### src/rtl/lock_supervisor.sv
// Supervisory controller for a 4-key sequential lock core: edge-detects keys,
// forwards one-hot strobes, judges attempts, and runs the open/lockout timers.
module lock_supervisor #(
    parameter int MAX_FAILS      = 3,
    parameter int ENTRY_TIMEOUT  = 2000,
    parameter int OPEN_CYCLES    = 500,
    parameter int LOCKOUT_CYCLES = 1000,
    parameter int CNT_W          = 16
) (
    input  logic       clk,
    input  logic       rst,
    input  logic [3:0] key_in,
    input  logic       core_unlocked,
    output logic [3:0] core_key,
    output logic       core_clr,
    output logic       door_open,
    output logic       lockout,
    output logic [1:0] fail_cnt,
    output logic [1:0] dbg_state
);

    typedef enum logic [1:0] {IDLE = 2'd0, ENTRY = 2'd1, OPEN = 2'd2, LOCKOUT = 2'd3} state_t;

    // Timers are loaded with N-1 and act at zero, giving a dwell of exactly N cycles.
    localparam logic [CNT_W-1:0] ENTRY_LOAD = CNT_W'(ENTRY_TIMEOUT - 1);
    localparam logic [CNT_W-1:0] OPEN_LOAD  = CNT_W'(OPEN_CYCLES - 1);
    localparam logic [CNT_W-1:0] LOCK_LOAD  = CNT_W'(LOCKOUT_CYCLES - 1);
    localparam logic [1:0]       MAX_F      = 2'(MAX_FAILS);

    state_t           state_q, state_d;
    logic [CNT_W-1:0] timer_q, timer_d;
    logic [2:0]       press_cnt_q, press_cnt_d;
    logic [1:0]       fail_q, fail_d, fail_next;
    logic [3:0]       key_prev_q;
    logic [3:0]       key_q, key_d;
    logic             clr_q, clr_d;
    logic [3:0]       press;
    logic             valid_press, invalid_press, waiting, fail_evt;

    // core_key has no ready: each strobe is a single-cycle one-hot pulse the core must take.
    assign press         = key_in & ~key_prev_q;
    assign valid_press   = (press != 4'd0) && ((press & (press - 4'd1)) == 4'd0);
    assign invalid_press = (press != 4'd0) && !valid_press;
    assign waiting       = (press_cnt_q == 3'd4);
    assign fail_next     = (fail_q == MAX_F) ? fail_q : fail_q + 2'd1;

    always_ff @(posedge clk) begin
        if (!rst) begin
            state_q     <= IDLE;
            timer_q     <= '0;
            press_cnt_q <= '0;
            fail_q      <= '0;
            key_prev_q  <= 4'b1111;
            key_q       <= '0;
            clr_q       <= 1'b0;
        end else begin
            state_q     <= state_d;
            timer_q     <= timer_d;
            press_cnt_q <= press_cnt_d;
            fail_q      <= fail_d;
            key_prev_q  <= key_in;
            key_q       <= key_d;
            clr_q       <= clr_d;
        end
    end

    always_comb begin
        state_d     = state_q;
        timer_d     = timer_q;
        press_cnt_d = press_cnt_q;
        fail_d      = fail_q;
        key_d       = 4'd0;
        clr_d       = 1'b0;
        fail_evt    = 1'b0;
        case (state_q)
            IDLE: begin
                if (valid_press) begin
                    key_d       = press;
                    press_cnt_d = 3'd1;
                    timer_d     = ENTRY_LOAD;
                    state_d     = ENTRY;
                end else if (invalid_press) begin
                    fail_evt = 1'b1;
                end
            end
            ENTRY: begin
                if (core_unlocked) begin
                    state_d     = OPEN;
                    timer_d     = OPEN_LOAD;
                    fail_d      = 2'd0;
                    press_cnt_d = 3'd0;
                end else if (waiting) begin
                    // Timer of 1 spans the core's two-cycle path to its unlocked flag.
                    if (timer_q == '0) fail_evt = 1'b1;
                    else               timer_d  = timer_q - 1'b1;
                end else if (valid_press) begin
                    key_d       = press;
                    press_cnt_d = press_cnt_q + 3'd1;
                    timer_d     = (press_cnt_q == 3'd3) ? CNT_W'(1) : ENTRY_LOAD;
                end else if (invalid_press || timer_q == '0) begin
                    fail_evt = 1'b1;
                end else begin
                    timer_d = timer_q - 1'b1;
                end
            end
            OPEN: begin
                if (timer_q == '0) begin
                    clr_d   = 1'b1;
                    state_d = IDLE;
                end else begin
                    timer_d = timer_q - 1'b1;
                end
            end
            LOCKOUT: begin
                if (timer_q == '0) begin
                    fail_d  = 2'd0;
                    state_d = IDLE;
                end else begin
                    timer_d = timer_q - 1'b1;
                end
            end
            default: state_d = IDLE;
        endcase

        if (fail_evt) begin
            clr_d       = 1'b1;
            press_cnt_d = 3'd0;
            fail_d      = fail_next;
            if (fail_next == MAX_F) begin
                state_d = LOCKOUT;
                timer_d = LOCK_LOAD;
            end else begin
                state_d = IDLE;
            end
        end
    end

    assign core_key  = key_q;
    assign core_clr  = clr_q | ~rst;
    assign door_open = (state_q == OPEN);
    assign lockout   = (state_q == LOCKOUT);
    assign fail_cnt  = fail_q;
    assign dbg_state = state_q;

endmodule

### config.mk
export PLATFORM = sky130hd
export DESIGN_NAME = lock_supervisor
export DESIGN_NICKNAME = d
export VERILOG_FILES = /design/src/rtl/lock_supervisor.sv
export SDC_FILE = /design/constraint.sdc
export NUM_CORES = 1
export LEC_CHECK = 0
export ABC_AREA = 0
export CORE_MARGIN = 10
export CORE_UTILIZATION = 40
export CTS_BUF_LIST = sky130_fd_sc_hd__clkbuf_8
export DETAILED_ROUTE_END_ITERATION = 6
export DONT_BUFFER_PORTS = 1
export SYNTH_ARGS = -nofsm -noshare
export SYNTH_HDL_FRONTEND = slang
export SYNTH_SLANG_ARGS = --single-unit
export TNS_END_PERCENT = 100
### constraint.sdc
create_clock -name clk -period 2.6 [get_ports clk]
set_input_delay 0.39 -clock clk [delete_from_list [all_inputs] [get_ports clk]]
set_output_delay 0.39 -clock clk [all_outputs]
set_load 0.005 [all_outputs]
# Word-level counts from Yosys, hierarchy flattened

Index checks and enable logic that the tools add are counted.

Logic and storage cells: 84
Input bits: 7
Register bits: 32

Eq/ne operators: 14
$add $sub $neg: 4
Bitwise operators: 5
Mux-type cells: 39
Reduce and logical (&&, ||, !) cells: 15

Operator list:

| operator                                               | number |
|---|---|
| two-way mux 16 bit                                     | 8 |
| case mux 16 bit (3 select lines)                       | 1 |
| zero test 16 bit                                       | 1 |
| two-way mux 2 bit                                      | 8 |
| subtractor 16 x 1 -> 16 bit (second input constant)    | 1 |
| two-way mux 3 bit                                      | 4 |
| two-way mux 4 bit                                      | 3 |
| inequality test 3 bit (second input constant)          | 4 |
| two-way mux 11 bit                                     | 1 |
| two-way mux 1 bit                                      | 9 |
| bitwise AND 4 bit                                      | 2 |
| == test 2 bit (second input constant)                  | 4 |
| case mux 4 bit (2 select lines)                        | 1 |
| inequality test 3 x 1 -> 1 bit (second input constant) | 2 |
| case mux 2 bit (3 select lines)                        | 1 |
| case mux 3 bit (2 select lines)                        | 1 |
| AND reduction 3 bit                                    | 2 |
| zero test 4 bit                                        | 1 |
| inverter 4 bit                                         | 1 |
| case mux 2 bit (2 select lines)                        | 1 |
| AND reduction 4 bit                                    | 1 |
| nonzero test 4 bit                                     | 1 |
| OR reduction 2 bit                                     | 2 |
| subtractor 4 x 1 -> 4 bit (second input constant)      | 1 |
| other kinds (15)                                       | 16 |

# Logic depth before layout (Yosys ltp)

Gate-level depths: netlist of the first run.

Depth in word-level cells: 16
Gate-level depth with buffers: 10
Depth with buffers taken out: 9

# Least setup slack after synthesis of the first run

Ideal clock, no wire load.

Path kind: flip-flop to flip-flop
From: register timer_q[0]
To: register timer_q[13]
Cell stages (with the launch flop): 10
Data required time: 2.527 ns
Setup time: 0.073 ns
Data arrival time: 2.287 ns
Slack: 0.239 ns
Path through: dfxtp_1 inv_1 ha_1 or4b_1 or4_4 buf_6 a21oi_4 a21oi_1 o211a_1 nor3_2

Word-level cells in the longest chain between the ends: 9
Elaborated cells between the ends (all ways): 17
Classes of those cells: add/sub: 1; mux: 14; reduce/logical: 2

RTL lines:

| what                                                                                | line | RTL |
|---|---|---|
| start: declaration                                                                  | 31   | `logic [CNT_W-1:0] timer_q, timer_d;` |
| start signal: assignment                                                            | 58   | `timer_q <= timer_d;` |
| parallel branches: the longest is 8 deep, another holds subtractor 16 x 1 -> 16 bit | --   |  |
| two-way mux 16 bit (*)                                                              | 125  | `if (fail_evt) begin` |

Every way passes the cells marked *.
A chain may end at the register's enable or synchronous reset.

# Worst setup path in the final report of the first run

From: register timer_q[1]
To: register timer_q[9]

The elaborated chain is that of the path after synthesis.

==> results.ini, run 1 <==
[die]
start_util_pct=41.7
die_h_um=93.4
core_area_mm2=0.00517
die_area_mm2=0.00872
ioPinCount=18
fp.dieW_um=93.4
std_cell_rows=26

[clock_network]
clockBufferDepth=2
htreeDepth=2
cts_sinks=32
hold_buffers=0
cts_tree=yes
cts_made_buffers=5
insertion_delay_ns=0.30
cts-root-buf=clkbuf_8
clk_pin_slew_ns=0.07

[power]
worst_ir_drop_vdd_mv=0.351
power_uw=1990
internal-power_uw=1150
power_switching_uw=833
power.density_mw_per_mm2=812
seq_power_share_pct=30.7
p_leak_uw=0.000927
power_frac_comb_pct=48.8
sw_frac_of_total_pct=41.9
p_clk_share_pct=20.5

[global_route]
grt_start_max_net_pins=16
overflow=0
track_usage_pct=16.7
grt_pass1_vias=2291
grt_antenna_before_repair=0
grt_pass1_wl_mm=11.6

[place]
hpwl_mm=5.15
io_buffers=0
gp_congestion=0.986
placed_cell_area_mm2=0.00234

[timing]
fin_crit_ns=2.42
setup_viol=0
post-route-period-util_pct=92.9
fin_setup_tns_ns=0
max_freq_mhz=414
finalHoldViolations=0
max_slew_margin_pct=48.1
finalMaxSlewViolations=0
grt_setup_unrepaired=false
clock_skew_ns=0.0111
hold_slack_ns=0.159
worst_slew_pin_slew_ns=0.776

[status]
outcome=completed

[critical_path]
worstPathMaxFanout=8
r2r-end=timer_q[9]
r2r_cells=9
startpoint=timer_q[1]
critical_path_class=reg2reg
cp-end-kind=register
cp-start-kind=register
reg2reg_from=timer_q[1]
rrSetupSlack_ns=0.18
crit_arrival_ns=2.63
crit_required_ns=2.81

[finish]
num-nets-final=317
synthToLayoutAreaGrowth_pct=13.5
fin_area_mm2=0.00245
fillers=530
multi_input_area_mm2=0.00141
final_layout_size_suffix_gt1_share_pct=13.0
antennaDiodeCount=0
regArea_um2=641

[route]
vias=2336
wl_per_cell_um=18.5
drc=0
dr.pass1.iters=5
wl_mm=6.96
drtAntennaViolNets=0
vias_per_cell=6.20
drt_first_iter_violations=239

[yosys]
seq_area_frac_synth_pct=29.7
synth_edf_count=0
synth_ff_type=dfxtp_1
yosysUniqueCellTypes=50
yosysTopAreaCellShare_pct=29.7
synth_top_area_cell=dfxtp_1
synthTopCellsByCount=36 x nor2_1, 32 x dfxtp_1, 30 x nand2_1
syn_inst=291
synth_area_mm2=0.00215
synth_area_leaders=dfxtp_1 30%, nor2_1 6.3%, a21oi_1 6.0%
syn_area_per_cell_um2=7.40
syn-num-nets=302
synth_seq_cells=32
synthArstFlopShare_pct=0
yosys_warnings=0
synth_most_common_cell=nor2_1

[worst_hold_path]
hp-start=rst
min_to=key_prev_q[0]
hold_path.class=in2reg
hold_depth=1

[flow_run]
maxCapViolCount=0

worst max-delay path, stage by stage, from the launching register on:
cell	delay (ns)
dfxtp_1	0.34
inv_1	0.06
ha_2	0.19
or4b_4	0.53
or4_4	0.53
nand3_2	0.13
nand2_2	0.07
o21ai_2	0.19
a22oi_1	0.12
a31oi_1	0.19
metrics by stage:
stage / cells / worst slack (ns) / util (%)
3_5_place_dp: 369 / 0.0413 / 45.3
4_1_cts: 377 / 0.0284 / 47.0
5_1_grt: 377 / 0.0355 / 47.3
6_report: 377 / 0.184 / 47.3
2_1_floorplan: 291 / 0.239 / -
3_3_place_gp: 369 / 0.135 / 45.3
cell type report:
class	instances	share of cell area, %
clock buffers	6	3.38
clock inverters	2	0.409
inverters	13	1.99
multi-input cells	234	57.8
flip-flops and latches	32	26.2
well taps	70	3.58
repair buffers	20	6.65
layout by cell type (no fill, tap or decap), types with 5 or more instances in the layout:
cell type | Yosys | final
nor3_1 | 10 | 10
nand2b_1 | 11 | 11
clkbuf_8 | 0 | 6
or3_1 | 6 | 6
xnor2_1 | 9 | 9
a31oi_1 | 11 | 11
o21ai_0 | 16 | 16
inv_1 | 12 | 12
buf_4 | 0 | 19
a21o_1 | 6 | 6
nand2_1 | 30 | 29
a211oi_1 | 5 | 5
dfxtp_1 | 32 | 32
nor2_1 | 36 | 36
nand3_1 | 6 | 6
a21oi_1 | 26 | 26
a22oi_1 | 5 | 5
logic make-up after synthesis:
| family | count (synthesis) | share of synthesized area (%) |
|---|---|---|
| AND/OR/NAND/NOR | 123 | 29.1 |
| AO/OA/AOI/OAI | 96 | 29.0 |
| buffers and inverters | 25 | 5.23 |
| XOR/XNOR | 9 | 3.66 |
| flip-flops | 32 | 29.7 |
| adder cells (fa/ha/maj) | 5 | 2.79 |
| multiplexers | 1 | 0.465 |
routing by layer:
metal | global-route usage (%) | share of wire, % | wire length, um
met1 | 20.9 | 42 | 2940
met2 | 25.3 | 44 | 3040
met3 | 4.24 | 9.7 | 672
met4 | 10.0 | 4.3 | 298
met5 | 0 | 0 | 0
power by group through the flow:
stage / clock [uW] / combinational [uW] / sequential (uW)
finish: 407 / 968 / 610
global placement: 0 / 928 / 618
global route: 445 / 1060 / 616
floorplan: 0 / 664 / 614
detailed placement: 0 / 922 / 616
CTS: 418 / 928 / 607
registers in the layout, summed over array words and instances (netlist names):
name / count
clr_q: 1
fail_cnt: 2
timer_q: 16
core_key: 4
press_cnt_q: 3
key_prev_q: 4
dbg_state: 2
repair_timing:
| item | in CTS | in global routing |
|---|---|---|
| setup endpoints to repair | 0 | 14 |
| buffers inserted | 0 | 0 |
| resized for setup | 0 | 4 |
worst max-delay path by stage:
stage / end / slack (ns)
2_1_floorplan: timer_q[13] / 0.24
3_3_place_gp: timer_q[9] / 0.14
3_5_place_dp: timer_q[9] / 0.04
4_1_cts: timer_q[2] / 0.03
5_1_grt: timer_q[8] / 0.04
6_report: timer_q[9] / 0.18
Power figures use the tool's default switching activity.
==> run 2, diff against run 1 <==
--- a/config.mk
+++ b/config.mk
@@ -11,6 +11,7 @@
 export CTS_BUF_LIST = sky130_fd_sc_hd__clkbuf_8
 export DETAILED_ROUTE_END_ITERATION = 6
 export DONT_BUFFER_PORTS = 1
+export PLACE_DENSITY = 0.54
 export SYNTH_ARGS = -nofsm -noshare
 export SYNTH_HDL_FRONTEND = slang
 export SYNTH_SLANG_ARGS = --single-unit
==> run 2 against run 1 <==
  * Routed wire length increased by 1.3%
  * Cell count decreased by 0.53%
  * Sequential cell count unchanged
  * Clock skew decreased by 0.0033 ns
  * Hold slack improved by 0.0078 ns
  * Register-to-register slack got worse by 0.05 ns
  * Clock power decreased by 9.1%
==> results.ini, run 2 (synthesis results as in run 1) <==
[critical_path]
cp-start-kind=register
crit_required_ns=2.77
crit_arrival_ns=2.64
critical_path_class=reg2reg
cp-end-kind=register
worstPathMaxFanout=8

[clock_network]
clockBufferDepth=2
cts_tree=yes
cts_sinks=32
cts_made_buffers=5
hold_buffers=0
cts-root-buf=clkbuf_8
clk_pin_slew_ns=0.07
insertion_delay_ns=0.29
htreeDepth=2

[finish]
num-nets-final=316
synthToLayoutAreaGrowth_pct=11.6
final_cell_mix=36 x nor2_1, 32 x dfxtp_1, 29 x nand2_1, 26 x a21oi_1, 19 x buf_4
largest_reg_flops=16
antennaDiodeCount=0
final_common_cell=nor2_1
fillers=534
top_register=timer_q
regArea_um2=641
final_layout_size_suffix_gt1_share_pct=11.5
multi_input_area_mm2=0.00141

[global_route]
overflow=0
grt_use_met1_pct=21.8
globalRouteMet3Util_pct=4.00
grt_pass1_wl_mm=11.7
grt_start_max_net_pins=15
grt_antenna_before_repair=0
track_usage_pct=16.8
grt_use_met2_pct=25.5
gr-max-usage-layer=met2
grt_pass1_vias=2229

[die]
std_cell_rows=26
die_h_um=93.4
ioPinCount=18
die_area_mm2=0.00872
start_util_pct=41.7
core_area_mm2=0.00517
fp.dieW_um=93.4

[route]
vias_per_cell=5.93
drc=0
wl_mm=7.05
dr.pass1.iters=5
vias=2223
drt_first_iter_violations=227
drtAntennaViolNets=0
wl_per_cell_um=18.8

[timing]
post-route-period-util_pct=94.7
finalMaxSlewViolations=0
worst_slew_pin_slew_ns=0.703
hold_slack_ns=0.167
finalHoldViolations=0
grt_setup_unrepaired=false
setup_viol=0
max_slew_margin_pct=53.0
fin_crit_ns=2.46
max_freq_mhz=406
clock_skew_ns=0.00783
fin_setup_tns_ns=0

[flow_run]
maxCapViolCount=0

[status]
outcome=completed

[place]
gp_congestion=0.983
io_buffers=0
hpwl_mm=5.29

[power]
worst_ir_drop_vdd_mv=0.336
power.density_mw_per_mm2=804
p_leak_uw=0.000911
power_uw=1930

[worst_hold_path]
hold_path.class=in2reg

[run 2: changes by cell type in the layout (fill, tap and decap cells not counted)]
cell,previous run,this run
buf_12,1,0
clkbuf_8,6,5
clkinv_2,2,1
ha_1,3,4
ha_2,1,0
inv_1,12,13
o21ai_1,1,2
o21ai_2,2,1
[run 2: metal layers]
layer	routed length (um)	part of all wire, %
met4	223	3.2
met1	3110	44
met3	601	8.5
met2	3120	44
met5	0	0
[run 2: worst paths after layout]
| check | start | end | slack (ns) | depth (start not counted) |
|---|---|---|---|---|
| hold reg to reg | timer_q[15] | timer_q[15] | 0.48 | 1 |
| setup reg to reg | timer_q[0] | fail_cnt[0] | 0.14 | 8 |
| setup / recovery | timer_q[0] | fail_cnt[0] | 0.14 | 8 |
| hold / removal | rst | key_prev_q[3] | 0.17 | 1 |
[run 2: what timing repair did]
| item | 4_1_cts | 5_1_grt |
|---|---|---|
| endpoints found under the hold margin | 0 | 0 |
| resized for setup | 0 | 2 |
| buffers inserted | 0 | 0 |
| setup endpoints to repair | 0 | 14 |
[run 2: power by group]
part | internal, uW | switching, uW | total [uW]
sequential | 551 | 62.0 | 612
combinational | 378 | 573 | 952
clock | 178 | 192 | 370
total | 1110 | 827 | 1930
[run 2: final cells by class]
class	instances	area share (%)
inverters	13	2.03
clock inverters	2	0.364
multi-input cells	234	58.5
repair buffers	19	5.93
well taps	70	3.64
flip-flops and latches	32	26.6
clock buffers	5	2.86
[run 2: worst max-delay path, cell delays in order, from the launching register on]
cell      delay (ns)
dfxtp_1         0.31
inv_1           0.07
ha_1            0.20
or4b_4          0.54
or4_4           0.53
nand2_1         0.24
o311a_1         0.23
o21a_1          0.13
a221oi_1        0.08
[run 2: per-stage QoR]
step	util (%)	setup slack, ns	instances	instance area, um^2
floorplan	-	0.239	291	2150
global placement	44.9	0.131	368	2320
detailed placement	44.9	0.0762	368	2320
CTS	46.4	0.0544	375	2400
global route	46.5	0.0320	375	2400
finish	46.5	0.137	375	2400
